**src/rtl/axi_master_pkg.sv**
```systemverilog
// Shared definitions for the AXI burst master: FSM state encoding and the
// fixed AXI attribute values driven on every burst.
package axi_master_pkg;

  typedef enum logic [2:0] {
    IDLE,
    AR,
    R,
    AW_W,
    B,
    DONE
  } state_t;

  localparam int AXI_ID_W  = 4;
  localparam int AXI_LEN_W = 8;

  localparam logic [1:0] AXI_BURST_INCR    = 2'b01;
  localparam logic [2:0] AXI_SIZE_WORD     = 3'b010;
  localparam logic [3:0] AXI_CACHE_DEFAULT = 4'b0011;
  localparam logic [1:0] AXI_RESP_OKAY     = 2'b00;

endpackage

```
**src/rtl/axi_interface.sv**
```systemverilog
// AXI4 channel bundle (32-bit data) shared by the burst master and the
// memory slave model.
interface axi_interface;
  import axi_master_pkg::*;

  logic [AXI_ID_W-1:0]  arid;
  logic [31:0]          araddr;
  logic [AXI_LEN_W-1:0] arlen;
  logic [2:0]           arsize;
  logic [1:0]           arburst;
  logic [3:0]           arcache;
  logic                 arvalid;
  logic                 arready;

  logic [AXI_ID_W-1:0]  rid;
  logic [31:0]          rdata;
  logic [1:0]           rresp;
  logic                 rlast;
  logic                 rvalid;
  logic                 rready;

  logic [AXI_ID_W-1:0]  awid;
  logic [31:0]          awaddr;
  logic [AXI_LEN_W-1:0] awlen;
  logic [2:0]           awsize;
  logic [1:0]           awburst;
  logic [3:0]           awcache;
  logic                 awvalid;
  logic                 awready;

  logic [31:0]          wdata;
  logic [3:0]           wstrb;
  logic                 wlast;
  logic                 wvalid;
  logic                 wready;

  logic [AXI_ID_W-1:0]  bid;
  logic [1:0]           bresp;
  logic                 bvalid;
  logic                 bready;

  modport master (
    output arid, araddr, arlen, arsize, arburst, arcache, arvalid,
    input  arready,
    input  rid, rdata, rresp, rlast, rvalid,
    output rready,
    output awid, awaddr, awlen, awsize, awburst, awcache, awvalid,
    input  awready,
    output wdata, wstrb, wlast, wvalid,
    input  wready,
    input  bid, bresp, bvalid,
    output bready
  );

  modport slave (
    input  arid, araddr, arlen, arsize, arburst, arcache, arvalid,
    output arready,
    output rid, rdata, rresp, rlast, rvalid,
    input  rready,
    input  awid, awaddr, awlen, awsize, awburst, awcache, awvalid,
    output awready,
    input  wdata, wstrb, wlast, wvalid,
    output wready,
    output bid, bresp, bvalid,
    input  bready
  );

endinterface

```
**src/rtl/axi_burst_master.sv**
```systemverilog
// Single-outstanding AXI4 INCR burst master fed by a simple line request
// interface. Optional beat/stall counters under AXI_BURST_MASTER_STATS_EN.
//
// state | meaning
// IDLE  | waiting for a request, req_ready high
// AR    | read address presented, waiting for arready
// R     | streaming read beats to the consumer until rlast
// AW_W  | write address and write beats in flight independently
// B     | waiting for the write response
// DONE  | one-cycle completion pulse, error status reported
module axi_burst_master
  import axi_master_pkg::*;
#(
  parameter int ID            = 0,
  parameter int MAX_BURST_LEN = 16,
  parameter int LEN_W         = (MAX_BURST_LEN > 1) ? $clog2(MAX_BURST_LEN) : 1
) (
  input  logic             clk,
  input  logic             rst,
  input  logic             req_valid,
  output logic             req_ready,
  input  logic             req_rnw,
  input  logic [31:0]      req_addr,
  input  logic [LEN_W-1:0] req_len,
  input  logic             wr_valid,
  output logic             wr_ready,
  input  logic [31:0]      wr_data,
  input  logic [3:0]       wr_strb,
  output logic             rd_valid,
  input  logic             rd_ready,
  output logic [31:0]      rd_data,
  output logic             rd_last,
  output logic             done,
  output logic             err,
  axi_interface.master     axi
`ifdef AXI_BURST_MASTER_STATS_EN
  ,
  output logic [31:0]      stat_rd_beats,
  output logic [31:0]      stat_wr_beats,
  output logic [31:0]      stat_stall_cycles
`endif
);

  localparam logic [AXI_ID_W-1:0] ID_V = AXI_ID_W'(ID);

  state_t           state;
  logic [31:0]      addr_q;
  logic [LEN_W-1:0] len_q;
  logic [LEN_W:0]   cnt;
  logic             err_q;
  logic             aw_done;
  logic             w_done;
  logic             arvalid_q;
  logic             awvalid_q;
  logic             bready_q;
  logic             req_ready_q;
  logic             done_q;
  logic             err_out_q;

  logic cnt_last;
  logic r_hs;
  logic w_hs;
  logic aw_hs;
  logic r_beat_err;
  logic r_len_err;
  logic b_err;

  assign cnt_last   = (cnt == {1'b0, len_q});
  assign r_hs       = (state == R) && axi.rvalid && rd_ready;
  assign w_hs       = axi.wvalid && axi.wready;
  assign aw_hs      = awvalid_q && axi.awready;
  assign r_beat_err = (axi.rresp != AXI_RESP_OKAY) || (axi.rid != ID_V);
  // rlast must coincide with the len-th beat; early or missing rlast both flag
  assign r_len_err  = (axi.rlast != cnt_last);
  assign b_err      = (axi.bresp != AXI_RESP_OKAY) || (axi.bid != ID_V);

  assign axi.arid    = ID_V;
  assign axi.araddr  = addr_q;
  assign axi.arlen   = AXI_LEN_W'(len_q);
  assign axi.arsize  = AXI_SIZE_WORD;
  assign axi.arburst = AXI_BURST_INCR;
  assign axi.arcache = AXI_CACHE_DEFAULT;
  assign axi.arvalid = arvalid_q;

  assign axi.awid    = ID_V;
  assign axi.awaddr  = addr_q;
  assign axi.awlen   = AXI_LEN_W'(len_q);
  assign axi.awsize  = AXI_SIZE_WORD;
  assign axi.awburst = AXI_BURST_INCR;
  assign axi.awcache = AXI_CACHE_DEFAULT;
  assign axi.awvalid = awvalid_q;

  // Read data passes straight through; rready only follows the consumer in R
  assign axi.rready = (state == R) && rd_ready;
  assign rd_valid   = (state == R) && axi.rvalid;
  assign rd_data    = axi.rdata;
  assign rd_last    = axi.rlast;

  // Write beats stop flowing once the last one has been accepted
  assign axi.wvalid = (state == AW_W) && !w_done && wr_valid;
  assign wr_ready   = (state == AW_W) && !w_done && axi.wready;
  assign axi.wdata  = wr_data;
  assign axi.wstrb  = wr_strb;
  assign axi.wlast  = cnt_last;

  assign axi.bready = bready_q;
  assign req_ready  = req_ready_q;
  assign done       = done_q;
  assign err        = err_out_q;

  // Transaction sequencing with registered handshake outputs
  always_ff @(posedge clk) begin
    if (!rst) begin
      state       <= IDLE;
      addr_q      <= '0;
      len_q       <= '0;
      cnt         <= '0;
      err_q       <= 1'b0;
      aw_done     <= 1'b0;
      w_done      <= 1'b0;
      arvalid_q   <= 1'b0;
      awvalid_q   <= 1'b0;
      bready_q    <= 1'b0;
      req_ready_q <= 1'b1;
      done_q      <= 1'b0;
      err_out_q   <= 1'b0;
    end else begin
      case (state)
        IDLE: begin
          if (req_valid && req_ready_q) begin
            addr_q      <= {req_addr[31:2], 2'b00};
            len_q       <= req_len;
            cnt         <= '0;
            err_q       <= 1'b0;
            aw_done     <= 1'b0;
            w_done      <= 1'b0;
            req_ready_q <= 1'b0;
            if (req_rnw) begin
              state     <= AR;
              arvalid_q <= 1'b1;
            end else begin
              state     <= AW_W;
              awvalid_q <= 1'b1;
            end
          end
        end
        AR: begin
          if (axi.arready) begin
            arvalid_q <= 1'b0;
            state     <= R;
          end
        end
        R: begin
          if (r_hs) begin
            if (!cnt_last) cnt <= cnt + 1'b1;
            if (r_beat_err || r_len_err) err_q <= 1'b1;
            if (axi.rlast) begin
              state     <= DONE;
              done_q    <= 1'b1;
              err_out_q <= err_q || r_beat_err || r_len_err;
            end
          end
        end
        AW_W: begin
          if (aw_hs) begin
            awvalid_q <= 1'b0;
            aw_done   <= 1'b1;
          end
          if (w_hs) begin
            if (!cnt_last) cnt <= cnt + 1'b1;
            else           w_done <= 1'b1;
          end
          if ((aw_done || aw_hs) && (w_done || (w_hs && cnt_last))) begin
            state    <= B;
            bready_q <= 1'b1;
          end
        end
        B: begin
          if (axi.bvalid) begin
            bready_q  <= 1'b0;
            state     <= DONE;
            done_q    <= 1'b1;
            err_out_q <= err_q || b_err;
          end
        end
        DONE: begin
          done_q      <= 1'b0;
          err_out_q   <= 1'b0;
          err_q       <= 1'b0;
          cnt         <= '0;
          aw_done     <= 1'b0;
          w_done      <= 1'b0;
          req_ready_q <= 1'b1;
          state       <= IDLE;
        end
        default: state <= IDLE;
      endcase
    end
  end

`ifdef AXI_BURST_MASTER_STATS_EN
  logic stall;
  assign stall = (arvalid_q && !axi.arready) || (awvalid_q && !axi.awready) ||
                 (axi.wvalid && !axi.wready);

  // Free-running beat and stall counters, wrapping at 2^32
  always_ff @(posedge clk) begin
    if (!rst) begin
      stat_rd_beats     <= '0;
      stat_wr_beats     <= '0;
      stat_stall_cycles <= '0;
    end else begin
      if (r_hs)  stat_rd_beats     <= stat_rd_beats + 32'd1;
      if (w_hs)  stat_wr_beats     <= stat_wr_beats + 32'd1;
      if (stall) stat_stall_cycles <= stat_stall_cycles + 32'd1;
    end
  end
`endif

endmodule

```
**src/flat_wrapper.sv**
```systemverilog
// flat-port wrapper written by rule: the top's interface ports become plain ports
module axi_burst_master_flat import axi_master_pkg::*;
#(
  parameter int ID            = 0,
  parameter int MAX_BURST_LEN = 16,
  parameter int LEN_W         = (MAX_BURST_LEN > 1) ? $clog2(MAX_BURST_LEN) : 1
)
  (clk, rst, req_valid, req_ready, req_rnw, req_addr, req_len, wr_valid, wr_ready, wr_data, wr_strb, rd_valid, rd_ready, rd_data, rd_last, done, err, axi_arid, axi_araddr, axi_arlen, axi_arsize, axi_arburst, axi_arcache, axi_arvalid, axi_arready, axi_rid, axi_rdata, axi_rresp, axi_rlast, axi_rvalid, axi_rready, axi_awid, axi_awaddr, axi_awlen, axi_awsize, axi_awburst, axi_awcache, axi_awvalid, axi_awready, axi_wdata, axi_wstrb, axi_wlast, axi_wvalid, axi_wready, axi_bid, axi_bresp, axi_bvalid, axi_bready);
  axi_interface axi_i ();
  input  logic clk;
  input  logic rst;
  input  logic req_valid;
  output logic req_ready;
  input  logic req_rnw;
  input  logic [31:0] req_addr;
  input  logic [LEN_W-1:0] req_len;
  input  logic wr_valid;
  output logic wr_ready;
  input  logic [31:0] wr_data;
  input  logic [3:0] wr_strb;
  output logic rd_valid;
  input  logic rd_ready;
  output logic [31:0] rd_data;
  output logic rd_last;
  output logic done;
  output logic err;
  output wire logic [$bits(axi_i.arid)-1:0] axi_arid;
  output wire logic [$bits(axi_i.araddr)-1:0] axi_araddr;
  output wire logic [$bits(axi_i.arlen)-1:0] axi_arlen;
  output wire logic [$bits(axi_i.arsize)-1:0] axi_arsize;
  output wire logic [$bits(axi_i.arburst)-1:0] axi_arburst;
  output wire logic [$bits(axi_i.arcache)-1:0] axi_arcache;
  output wire logic [$bits(axi_i.arvalid)-1:0] axi_arvalid;
  input wire logic [$bits(axi_i.arready)-1:0] axi_arready;
  input wire logic [$bits(axi_i.rid)-1:0] axi_rid;
  input wire logic [$bits(axi_i.rdata)-1:0] axi_rdata;
  input wire logic [$bits(axi_i.rresp)-1:0] axi_rresp;
  input wire logic [$bits(axi_i.rlast)-1:0] axi_rlast;
  input wire logic [$bits(axi_i.rvalid)-1:0] axi_rvalid;
  output wire logic [$bits(axi_i.rready)-1:0] axi_rready;
  output wire logic [$bits(axi_i.awid)-1:0] axi_awid;
  output wire logic [$bits(axi_i.awaddr)-1:0] axi_awaddr;
  output wire logic [$bits(axi_i.awlen)-1:0] axi_awlen;
  output wire logic [$bits(axi_i.awsize)-1:0] axi_awsize;
  output wire logic [$bits(axi_i.awburst)-1:0] axi_awburst;
  output wire logic [$bits(axi_i.awcache)-1:0] axi_awcache;
  output wire logic [$bits(axi_i.awvalid)-1:0] axi_awvalid;
  input wire logic [$bits(axi_i.awready)-1:0] axi_awready;
  output wire logic [$bits(axi_i.wdata)-1:0] axi_wdata;
  output wire logic [$bits(axi_i.wstrb)-1:0] axi_wstrb;
  output wire logic [$bits(axi_i.wlast)-1:0] axi_wlast;
  output wire logic [$bits(axi_i.wvalid)-1:0] axi_wvalid;
  input wire logic [$bits(axi_i.wready)-1:0] axi_wready;
  input wire logic [$bits(axi_i.bid)-1:0] axi_bid;
  input wire logic [$bits(axi_i.bresp)-1:0] axi_bresp;
  input wire logic [$bits(axi_i.bvalid)-1:0] axi_bvalid;
  output wire logic [$bits(axi_i.bready)-1:0] axi_bready;
  assign axi_arid = axi_i.arid;
  assign axi_araddr = axi_i.araddr;
  assign axi_arlen = axi_i.arlen;
  assign axi_arsize = axi_i.arsize;
  assign axi_arburst = axi_i.arburst;
  assign axi_arcache = axi_i.arcache;
  assign axi_arvalid = axi_i.arvalid;
  assign axi_i.arready = axi_arready;
  assign axi_i.rid = axi_rid;
  assign axi_i.rdata = axi_rdata;
  assign axi_i.rresp = axi_rresp;
  assign axi_i.rlast = axi_rlast;
  assign axi_i.rvalid = axi_rvalid;
  assign axi_rready = axi_i.rready;
  assign axi_awid = axi_i.awid;
  assign axi_awaddr = axi_i.awaddr;
  assign axi_awlen = axi_i.awlen;
  assign axi_awsize = axi_i.awsize;
  assign axi_awburst = axi_i.awburst;
  assign axi_awcache = axi_i.awcache;
  assign axi_awvalid = axi_i.awvalid;
  assign axi_i.awready = axi_awready;
  assign axi_wdata = axi_i.wdata;
  assign axi_wstrb = axi_i.wstrb;
  assign axi_wlast = axi_i.wlast;
  assign axi_wvalid = axi_i.wvalid;
  assign axi_i.wready = axi_wready;
  assign axi_i.bid = axi_bid;
  assign axi_i.bresp = axi_bresp;
  assign axi_i.bvalid = axi_bvalid;
  assign axi_bready = axi_i.bready;
  axi_burst_master #(.ID(ID), .MAX_BURST_LEN(MAX_BURST_LEN), .LEN_W(LEN_W)) u_core (.clk(clk), .rst(rst), .req_valid(req_valid), .req_ready(req_ready), .req_rnw(req_rnw), .req_addr(req_addr), .req_len(req_len), .wr_valid(wr_valid), .wr_ready(wr_ready), .wr_data(wr_data), .wr_strb(wr_strb), .rd_valid(rd_valid), .rd_ready(rd_ready), .rd_data(rd_data), .rd_last(rd_last), .done(done), .err(err), .axi(axi_i));
endmodule
```
**config.mk**
```make
export PLATFORM = sky130hd
export DESIGN_NAME = axi_burst_master_flat
export DESIGN_NICKNAME = d
export VERILOG_FILES = /design/src/rtl/axi_master_pkg.sv /design/src/rtl/axi_interface.sv /design/src/rtl/axi_burst_master.sv /design/src/flat_wrapper.sv
export SDC_FILE = /design/constraint.sdc
export NUM_CORES = 1
export LEC_CHECK = 0
export CAP_MARGIN = 20
export CORE_AREA = 4 4 121 123
export CTS_CLUSTER_SIZE = 24
export DETAILED_ROUTE_END_ITERATION = 10
export DIE_AREA = 0 0 125 127
export PLACE_DENSITY = 0.76
export SYNTH_ARGS = -nofsm -noshare
export SYNTH_HDL_FRONTEND = slang
export SYNTH_SLANG_ARGS = --single-unit
```
**constraint.sdc**
```tcl
create_clock -name clk -period 1.8 [get_ports clk]
set_clock_uncertainty 0.15 [all_clocks]
set_input_delay 0.36 -clock clk [delete_from_list [all_inputs] [get_ports clk]]
set_output_delay 0.36 -clock clk [all_outputs]
set_load 0.01 [all_outputs]
```
==> qor.txt, run 1 <==
Initial Utilization: 0.242
post-route ant nets: 0
Worst Hold Class: register to register
H-tree depth: 2
largest net degree at the start of global routing: 36
total gr overflow: 0
Total Nets Final: 630
synthesized instance count: 429
Via-to-Cell Ratio: 4.17
area share of the largest cell type after synthesis: 0.323
Post-DP HPWL: 7450 µm
Distinct cells, synth: 49
num rows: 43
Syn Area/Cell: 7.70 µm²
fin crit period: 1.82 ns
Max IR drop VDD: 0.000361 V
Die Ht: 127 µm
GRT Total Usage: 0.110
drt first pass iters: 4
initial DRC count: 149
Area growth syn-to-layout: 39.8%
fin crit share: 1.01
DR vias: 2844
full die area: 15900 µm²
DR WL/cell: 14.5 µm
P per Cell Area: 1260 nW/µm²
final hold vios: 0
Startpoint Class: register
CTS tree: yes
Die W: 125 µm
initial antenna violation count: 0
post-synthesis instance area: 3300 µm²
clock buffer count from CTS: 5
I/O pin count: 314
async set-reset flop share out of synthesis: 0
Max Clock Freq: 548 MHz
ant diodes: 0
first-pass GRT wire length: 13800 µm
CP endpoint kind: register
core area: 13700 µm²
setup slack after layout: -0.0248 ns
sequential area share after synthesis: 0.309
CTS max path bufs: 2
IO buf count: 137
Synth Warn #: 0
Post-route DRC: 0
Yosys reg bits: 51
TNS Setup: -0.0721 ns
most area-hungry cell type in the Yosys netlist: buf_4
max cap viols: 0
Clk Tree Root Cell: clkbuf_16
WL final: 9880 µm
status: finished with violations
Worst-path clk slew: 0.07 ns
Design Power: 5.82 mW
Final setup violation count: 4
RSZ-0062 raised after global routing: yes
Post-synth EDFFs: 0
Most used DFF post-synth: dfxtp_1
Post-CTS Hold Fix Bufs: 0
failing checks: negative setup slack
critical path required time: 1.84 ns
synth top area cells: buf_4 (32%), dfxtp_1 (31%), nand2_1 (9.3%), a21oi_1 (6.8%), nor2_1 (1.4%)
routability cong.: 0.830
fin. max-slew vios: 0
share of layout cells above drive strength 1: 0.199
Clk Latency, worst-skew pair: 0.29 ns
Min Hold Slack: 0.291 ns
P_leak: 1.84 nW
crit-path max FO: 5
CP Class: register to register
Critical Path AT: 1.86 ns
CTS sink count: 51
vias in the first global route: 2663
worst max-delay path: stages (launching register included):
cell,delay [ns]
dfxtp_2,0.34
and4bb_4,0.37
or4b_4,0.49
o21ai_2,0.16
nand2_2,0.09
mux2i_1,0.12
synthesized netlist by cell type, types with 4 or more instances:
master      n
nor3_1      5
buf_2       6
and3_1      4
nor2_1     12
nand2_1    82
buf_4     142
a21oi_1    45
inv_1       4
nand3_1     8
o21ai_0     6
nor4_1      4
dfxtp_1    51
clkbuf_1    9
cell usage in the layout, fill, tap and decap left out, types with 3 or more instances in the layout:
cell type and count:
inv_1 4, dfxtp_2 10, dfxtp_1 41, a21oi_1 43, nor2_1 9, and3_1 3
conb_1 38, nor3_1 4, buf_4 43, nand3_1 8, nand2_1 79, buf_6 4
o21ai_0 4, clkbuf_16 7, clkdlybuf4s50_1 121, dlygate4sd2_1 10, buf_2 4
through the flow:
step	area [µm²]	worst slack, ns	std cells	util
after floorplan	3450	0.0000751	465	-
after global placement	4280	-0.396	669	0.313
after detailed placement	4280	-0.397	669	0.313
after CTS	4510	-0.0179	679	0.330
after global routing	4620	-0.101	682	0.338
final	4620	-0.0248	682	0.338
cells by family (layout without fill, tap and decap cells):
kind of cell	count (synthesis)	count (layout)	synth area share
buffers and inverters	163	200	0.349
flip-flops	51	51	0.309
AO/OA/AOI/OAI	69	69	0.123
multiplexers	2	2	0.00606
other	2	38	0.00227
AND/OR/NAND/NOR	137	137	0.194
XOR/XNOR	4	4	0.0129
adder cells (fa/ha/maj)	1	1	0.00379
report_power, final:
part	total [mW]	leakage (nW)	switching (mW)	internal (mW)
sequential	1.53	0.421	0.169	1.36
combinational	3.17	1.33	1.49	1.67
clock	1.12	0.0868	0.425	0.692
total	5.82	1.84	2.09	3.73
sequential cells by signal (all words and copies together), names as in the netlist, 3 cells and up:
register / flops
u_core.state: 3
u_core.axi.araddr: 30
u_core.cnt: 5
u_core.len_q: 4
layout make-up:
cell class | count | area [µm²]
well taps | 180 | 225
fillers | 1421 | 9050
inverters | 5 | 18.8
clock buffers | 6 | 139
flip-flops and latches | 51 | 1030
multi-input cells | 251 | 1380
clock inverters | 2 | 35.0
repair buffers | 187 | 1790
metal layers:
| layer | global-route usage | wire length (µm) | part of all wire |
|---|---|---|---|
| met1 | 0.123 | 3890 | 0.39 |
| met2 | 0.185 | 4770 | 0.48 |
| met3 | 0.0330 | 736 | 0.074 |
| met4 | 0.0657 | 482 | 0.049 |
| met5 | 0 | 0 | 0 |
final timing paths:
path,startpoint,to,slack (ns),cells past startpoint
worst min-delay path,u_core.done,u_core.done,0.29,2
worst min register to register,u_core.done,u_core.done,0.29,2
worst max register to register,u_core.state[2],u_core.state[0],-0.02,5
worst max-delay path,u_core.state[2],u_core.state[0],-0.02,5
timing repair:
action	in CTS	in global routing
setup endpoints to repair	43	37
resized for setup	53	22
setup buffers	2	1
cloned	0	2
pin swaps	10	4
(Power assumes the default switching activity.)
==> inputs of run 2 (changes only) <==
--- a/config.mk
+++ b/config.mk
@@ -11,6 +11,7 @@
 export DETAILED_ROUTE_END_ITERATION = 10
 export DIE_AREA = 0 0 125 127
 export PLACE_DENSITY = 0.76
+export SLEW_MARGIN = 10
 export SYNTH_ARGS = -nofsm -noshare
 export SYNTH_HDL_FRONTEND = slang
 export SYNTH_SLANG_ARGS = --single-unit
==> results of run 2 <==
Same layout as run 1: the final DEF is identical, and so are final timing and power.
